===== config.mk =====
export PLATFORM = sky130hd
export DESIGN_NAME = frame_pattern_tx
export DESIGN_NICKNAME = d
export VERILOG_FILES = /design/src/rtl/frame_pattern_tx.sv
export SDC_FILE = /design/constraint.sdc
export NUM_CORES = 1
export LEC_CHECK = 0
export ABC_CLOCK_PERIOD_IN_PS = 2250
export CAP_MARGIN = 20
export CORE_MARGIN = 1
export CORE_UTILIZATION = 61
export DETAILED_ROUTE_END_ITERATION = 12
export DONT_BUFFER_PORTS = 1
export HOLD_SLACK_MARGIN = 0.06
export PLACE_DENSITY_LB_ADDON = 0.3
export REMOVE_ABC_BUFFERS = 1
export SLEW_MARGIN = 20
export SYNTH_ARGS = -nofsm -noshare
export SYNTH_HDL_FRONTEND = slang
export SYNTH_SLANG_ARGS = --single-unit

===== constraint.sdc =====
create_clock -name clk -period 2.25 [get_ports clk]
set_input_delay 0.45 -clock clk [delete_from_list [all_inputs] [get_ports clk]]
set_output_delay 0.45 -clock clk [all_outputs]
set_load 0.05 [all_outputs]

===== src/rtl/frame_pattern_tx.sv =====
// frame_pattern_tx: serial framer emitting sync preamble 1,0,1,1, an MSB-first payload and an idle gap.
// Define FRAME_PATTERN_TX_STUFF_EN to insert a 0 before any payload bit that follows a 1,0,1 history.
module frame_pattern_tx #(
    parameter int DATA_W     = 8,
    parameter int GAP_CYCLES = 2
) (
    input  logic              clk,
    input  logic              rst,
    input  logic              in_valid,
    input  logic [DATA_W-1:0] in_data,
    output logic              in_ready,
    output logic              tx_bit,
    output logic              tx_en,
    output logic              busy,
    output logic              frame_done
);
    localparam int CW = $clog2(DATA_W + 1);
    localparam int GW = (GAP_CYCLES > 1) ? $clog2(GAP_CYCLES) : 1;
    localparam logic [CW-1:0] CNT_LAST = CW'(DATA_W);
    localparam logic [GW-1:0] GAP_LAST = GW'((GAP_CYCLES > 0) ? GAP_CYCLES - 1 : 0);

    typedef enum logic [1:0] {IDLE, PRE, DATA, GAP} state_t;

    state_t            state, state_nx;
    logic [1:0]        pre_cnt, pre_cnt_nx;
    logic [CW-1:0]     bit_cnt, bit_cnt_nx;
    logic [GW-1:0]     gap_cnt, gap_cnt_nx;
    logic [DATA_W-1:0] shreg, shreg_nx;
    logic              in_ready_nx, tx_bit_nx, tx_en_nx, busy_nx, frame_done_nx;
    logic              load_data, stuff;

`ifdef FRAME_PATTERN_TX_STUFF_EN
    // Last three bits put on the wire; the preamble always leaves 0,1,1 here.
    logic [2:0] hist;

    always_ff @(posedge clk or posedge rst) begin
        if (rst)
            hist <= '0;
        else if (tx_en_nx)
            hist <= {hist[1:0], tx_bit_nx};
    end

    always_comb stuff = (hist == 3'b101);
`else
    always_comb stuff = 1'b0;
`endif

    // All outputs are registered, so the next-state logic also produces the next cycle's outputs.
    always_comb begin
        state_nx      = state;
        pre_cnt_nx    = pre_cnt;
        bit_cnt_nx    = bit_cnt;
        gap_cnt_nx    = gap_cnt;
        shreg_nx      = shreg;
        in_ready_nx   = 1'b0;
        tx_bit_nx     = 1'b0;
        tx_en_nx      = 1'b0;
        busy_nx       = 1'b1;
        frame_done_nx = 1'b0;
        load_data     = 1'b0;

        unique case (state)
            IDLE: begin
                busy_nx     = 1'b0;
                in_ready_nx = 1'b1;
                if (in_valid && in_ready) begin
                    state_nx    = PRE;
                    pre_cnt_nx  = '0;
                    bit_cnt_nx  = '0;
                    shreg_nx    = in_data;
                    tx_bit_nx   = 1'b1;
                    tx_en_nx    = 1'b1;
                    busy_nx     = 1'b1;
                    in_ready_nx = 1'b0;
                end
            end
            PRE: begin
                if (pre_cnt == 2'd3) begin
                    load_data = 1'b1;
                end else begin
                    pre_cnt_nx = pre_cnt + 2'd1;
                    tx_en_nx   = 1'b1;
                    tx_bit_nx  = (pre_cnt != 2'd0);
                end
            end
            DATA: begin
                if (bit_cnt != CNT_LAST) begin
                    load_data = 1'b1;
                end else if (GAP_CYCLES == 0) begin
                    state_nx    = IDLE;
                    busy_nx     = 1'b0;
                    in_ready_nx = 1'b1;
                end else begin
                    state_nx   = GAP;
                    gap_cnt_nx = '0;
                end
            end
            GAP: begin
                if (gap_cnt == GAP_LAST) begin
                    state_nx    = IDLE;
                    busy_nx     = 1'b0;
                    in_ready_nx = 1'b1;
                end else begin
                    gap_cnt_nx = gap_cnt + 1'b1;
                end
            end
            default: state_nx = IDLE;
        endcase

        // A stuffed slot emits 0 and leaves the payload and bit counter untouched.
        if (load_data) begin
            state_nx = DATA;
            tx_en_nx = 1'b1;
            if (!stuff) begin
                tx_bit_nx     = shreg[DATA_W-1];
                shreg_nx      = shreg << 1;
                bit_cnt_nx    = bit_cnt + 1'b1;
                frame_done_nx = (bit_cnt == CNT_LAST - 1'b1);
            end
        end
    end

    always_ff @(posedge clk or posedge rst) begin
        if (rst) begin
            state      <= IDLE;
            pre_cnt    <= '0;
            bit_cnt    <= '0;
            gap_cnt    <= '0;
            shreg      <= '0;
            in_ready   <= 1'b0;
            tx_bit     <= 1'b0;
            tx_en      <= 1'b0;
            busy       <= 1'b0;
            frame_done <= 1'b0;
        end else begin
            state      <= state_nx;
            pre_cnt    <= pre_cnt_nx;
            bit_cnt    <= bit_cnt_nx;
            gap_cnt    <= gap_cnt_nx;
            shreg      <= shreg_nx;
            in_ready   <= in_ready_nx;
            tx_bit     <= tx_bit_nx;
            tx_en      <= tx_en_nx;
            busy       <= busy_nx;
            frame_done <= frame_done_nx;
        end
    end
endmodule


-- Yosys cells after proc, flatten, opt, wreduce, memory -nomap -nowiden
Index checks and enable logic that the tools add are counted.
- muxes and demuxes: 33
- add/subtract/negate cells: 3
- reduce and logical (&&, ||, !) cells: 12
- equal/unequal tests: 12
- operator list (cell ; number):
    $mux 8 ; 3
    $mux 1 ; 13
    $mux 2 ; 6
    $mux 4 ; 3
    $pmux 1 s2 ; 6
    $reduce_bool 2->1 ; 5
    $ne 3x3->1 const B ; 3
    $eq 2x2->1 const B ; 3
    $ne 2x2->1 const B ; 3
    $pmux 2 s3 ; 1
    $add 4x1->4 const B ; 1
    $eq 4x3->1 const B ; 1
    $ne 4x4->1 const B ; 1
    $pmux 2 s2 ; 1
    $reduce_and 2->1 ; 2
    $reduce_and 4->1 ; 1
    $reduce_bool 4->1 ; 1
    $reduce_and 3->1 ; 1
    $add 2x1->2 const B ; 1
    $eq 2x1->1 const B ; 1
    $logic_not 2->1 ; 1
    $add 1x1->1 const B ; 1
    $logic_and 1x1->1 ; 1
- bits in registers: 22
- logic and storage cells: 70

-- Logic depth before layout (Yosys ltp)
- depth in word-level cells: 5
- mapped depth: 7

-- Worst setup path after synthesis
Ideal clock, no wire load.
- path type: register -> register
- start point: register state[1]
- end point: register state[0]
- cell stages (with the launch flop): 8
- slack: 539 ps
- setup time: 71 ps
- buffers on the path: 1
- data required time: 2179 ps
- arrival time: 1639 ps
- cell sequence: dfrtp_1 > inv_1 > ha_1 > buf_2 > nor2b_1 > a2111oi_4 > mux2_2 > nor2_1
- longest elaborated chain between the ends: 4
- elaborated cells on any way between the ends: 12
- those cells by class: eq/ne (6); mux (3); reduce/logical (3)
- ends and longest elaborated chain (element ; RTL line ; RTL):
    start: declaration ; 24 ; state_t state, state_nx;
    start signal: assignment ; 136 ; state <= state_nx;
    $eq 2x2->1 / $eq 2x1->1 (equally long branches) ; 62 ; unique case (state)
    $pmux 1 s2 ; 62 ;
    $ne 3x3->1 (no line) / $reduce_bool 4->1 (equally long branches) ; - ;
    $reduce_and 4->1 (no line) ; - ;
Several ways; a longest one is shown, not always the timed one.
A chain may end at the register's enable or synchronous reset.

-- Final worst setup path
Ends and elaborated chain as after synthesis.

==> key figures <==
Timing
  • Max_slew headroom: 44.6%
  • RSZ-0062 raised after global routing: false
  • Setup tns final: 0 ns
  • FMAX: 542 MHz
  • # setup viols final: 0
  • Part of the cycle the worst path needs: 82.0%
  • Worst hold slack: 0.181 ns
  • Fin. Hold Viols: 0
  • Slew @ Worst Pin: 0.830 ns
  • Final min period: 1.84 ns
  • Skew final: 0.00615 ns
  • Setup ws final: 0.406 ns
  • Max-slew violation count: 0

Critical path
  • Slowest library cell on the worst path: dfrtp_1
  • Top Family by Delay on Critical Path: compound AO/OA/AOI/OAI gates
  • Worst Path Buf+Inv: 1
  • Worst Path Arrival: 2.08 ns
  • Crit Path Max Fanout: 6
  • Worst EP required: 2.49 ns
  • CP startpoint kind: register
  • Largest stage delay on the critical path: 0.45 ns
  • Worst path cell trace: inv_1 > ha_1 > a21boi_2 > a2111oi_4 > mux2_2 > nor2_1
  • Critical path capture point type: register
  • CP Class: reg2reg

Clock tree
  • Hold_buf cts: 0
  • # Post-CTS Setup Buffers: 0
  • Worst-path clk slew: 0.12 ns
  • Sinks on Clock Net: 22
  • Clock tree buffer depth: 2
  • CTS tree: built
  • Cts bufs inserted: 3
  • Root Driver: clkbuf_4
  • Worst-skew pair later-pin latency: 0.30 ns
  • # resized after CTS: 0
  • H-tree lvl count: 1

Routing
  • Drt total wl: 2120 µm
  • DRC: 0
  • Antenna Nets Post-Route: 0
  • Via-to-Cell Ratio: 5.88
  • Via count: 852
  • Drt wl/cell: 14.6 µm
  • DRT Pass-1 Iters: 3
  • First-iteration detailed-routing DRC count: 11

Global route
  • GR Util All Layers: 22.2%
  • Largest net degree at the start of global routing: 23
  • Vias in the first global route: 755
  • Global-route wire length before repair: 3520 µm
  • Antenna violations before repair: 0
  • GR Overflow Total: 0

Power
  • P_leak: 0.599 nW
  • Total net switching power: 0.726 mW
  • Pwr dens: 1300 mW/mm²
  • Seq pwr share: 43.7%
  • Gate power share: 43.5%
  • Sw frac: 42.8%
  • Clock Power Share: 12.8%
  • Peak VDD IR: 0.810 mV
  • Internal power: 0.970 mW

Layout
  • Diode count: 0
  • Layout Area Growth over Synthesis: 4.39%
  • Fillcell total: 166
  • Nets: 138
  • Fin util: 67.4%
  • Share of cells above drive strength 1: 18.6%
  • Design Area, Final: 0.00131 mm²

Synthesis
  • Synth unique cells: 37
  • Ys async rst share: 100%
  • Post-synth EDFFs: 0
  • Simple-gate share of the synthesized area: 15.3%
  • Cell Area, Synth: 0.00125 mm²
  • Mapped Cells: 117
  • Sequential share of the synthesized area: 43.9%
  • Adder-cell area share of the yosys netlist: 7.98%
  • Multiplexer share of the synthesized area: 6.49%
  • Post-Syn Area per Cell: 10.7 µm²
  • Synth Area in XOR/XNOR: 0%
  • Top FF cell, synth: dfrtp_1
  • Ys Warns: 0
  • Compound-Gate Fraction of Synth Area: 21.6%
  • Flops & latches, synth: 22
  • Main combinational cell family by area after synthesis: compound AO/OA/AOI/OAI gates

Floorplanning
  • Die width: 47.3 µm
  • Full die area: 0.00224 mm²
  • Chip height: 47.3 µm
  • IO Count: 16
  • FP Rows: 16
  • Core area: 0.00194 mm²
  • Initial Util: 64.6%

Placed design
  • I/O Buffers: 0
  • Post-Place Setup Slack: 0.438 ns
  • RePlAce Congestion: 0.821
  • Post-DP Area: 0.00127 mm²
  • Dpl hpwl: 1550 µm

Job
  • Max cap viols: 0

Min path
  • Hold crit path type: in2async

Status
  • Outcome: completed
-- per-layer routing --
layer | vias to the layer above | global-route usage, % | share of wire [%]
met5 | - | 0 | 0
met4 | 0 | 6.29 | 0.42
met3 | 2 | 3.46 | 1.5
met2 | 8 | 34.2 | 49
met1 | 415 | 32.1 | 49
li1 | 427 | - | -
-- power by group through the flow --
| stage | Sequential [mW] | Combinational, mW | Clock, mW |
|---|---|---|---|
| after CTS | 0.742 | 0.745 | 0.224 |
| final | 0.742 | 0.738 | 0.216 |
| after global placement | 0.742 | 0.720 | 0 |
| after floorplan | 0.735 | 0.601 | 0 |
| after detailed placement | 0.751 | 0.742 | 0 |
| after global routing | 0.763 | 0.836 | 0.239 |
-- state kept, by name, indices dropped and copies added, names as in the netlist --
name        count
in_ready        1
tx_en           1
frame_done      1
state           2
tx_bit          1
gap_cnt         1
shreg           8
bit_cnt         4
busy            1
pre_cnt         2
-- cell usage after synthesis (2+ instances only) --
cell	count	area, µm²
nor2b_1	2	12.5
inv_1	8	30.0
a21oi_1	3	15.0
dfrtp_1	22	551
ha_1	8	100
buf_2	3	15.0
nor3_1	3	15.0
nor2_1	2	7.51
a211o_1	2	17.5
o31ai_1	2	15.0
nand4_1	2	12.5
nand2_1	8	30.0
a22o_1	2	17.5
nand3_1	12	60.1
o21ai_2	8	70.1
mux2i_1	7	70.1
o21ai_0	3	15.0
-- layout make-up --
cell class | instances | area [µm²] | share of cell area (%)
inverter | 8 | 30.0 | 2.29
timing repair buffer | 2 | 15.0 | 1.15
clock buffer | 4 | 36.3 | 2.77
tap | 27 | 33.8 | 2.58
sequential | 22 | 551 | 42.1
multi-input combinational | 82 | 643 | 49.1
-- cell usage in the layout (no fill, tap or decap) --
master and count:
a21boi_2 1, mux2i_1 7, o21ai_0 3, and3_1 1, inv_1 8, and2_1 1, nand2_1 8, nand3b_4 1
nand3_1 12, nor2b_1 2, nor2_1 2, o311ai_0 1, clkbuf_4 3, a21oi_2 1, a21bo_2 1, o22ai_1 1
a22o_1 2, nor3_1 3, nand2b_1 1, buf_4 2, and2_4 1, o211ai_1 1, dfrtp_1 22, mux2_2 1
a21o_1 1, a21oi_1 3, o21ai_2 8, a211o_1 2, ha_1 8, clkbuf_8 1, a2111oi_4 1, a22o_4 1
a31oi_1 1, o31ai_1 2, nand4_1 2, o31a_1 1, or3_1 1
-- per-stage QoR --
| stage | power [mW] | std cells |
|---|---|---|
| 2_1_floorplan | 1.34 | 112 |
| 3_3_place_gp | 1.46 | 141 |
| 3_5_place_dp | 1.49 | 141 |
| 4_1_cts | 1.71 | 145 |
| 5_1_grt | 1.84 | 145 |
| 6_report | 1.70 | 145 |
-- path summary, 6_finish.rpt --
check                                 from  endpoint  slack, ns  cells past startpoint
worst max-delay path              state[1]  state[0]       0.41                      6
worst min-delay path                   rst  shreg[3]       0.18                      1
worst max register to register    state[1]  state[0]       0.41                      6
worst min register to register    shreg[6]  shreg[7]       0.53                      2
max in group asynchronous              rst  state[1]       1.55                      1
min in group clk                in_data[0]  shreg[0]       0.27                      2
-- logic make-up (layout without fill, tap and decap cells) --
group,Yosys count,after routing
compound gates,31,31
fa+ha+maj,8,8
simple gates,35,35
flops,22,22
buf+inv,13,14
mux,8,8
Power figures use the tool's default switching activity.
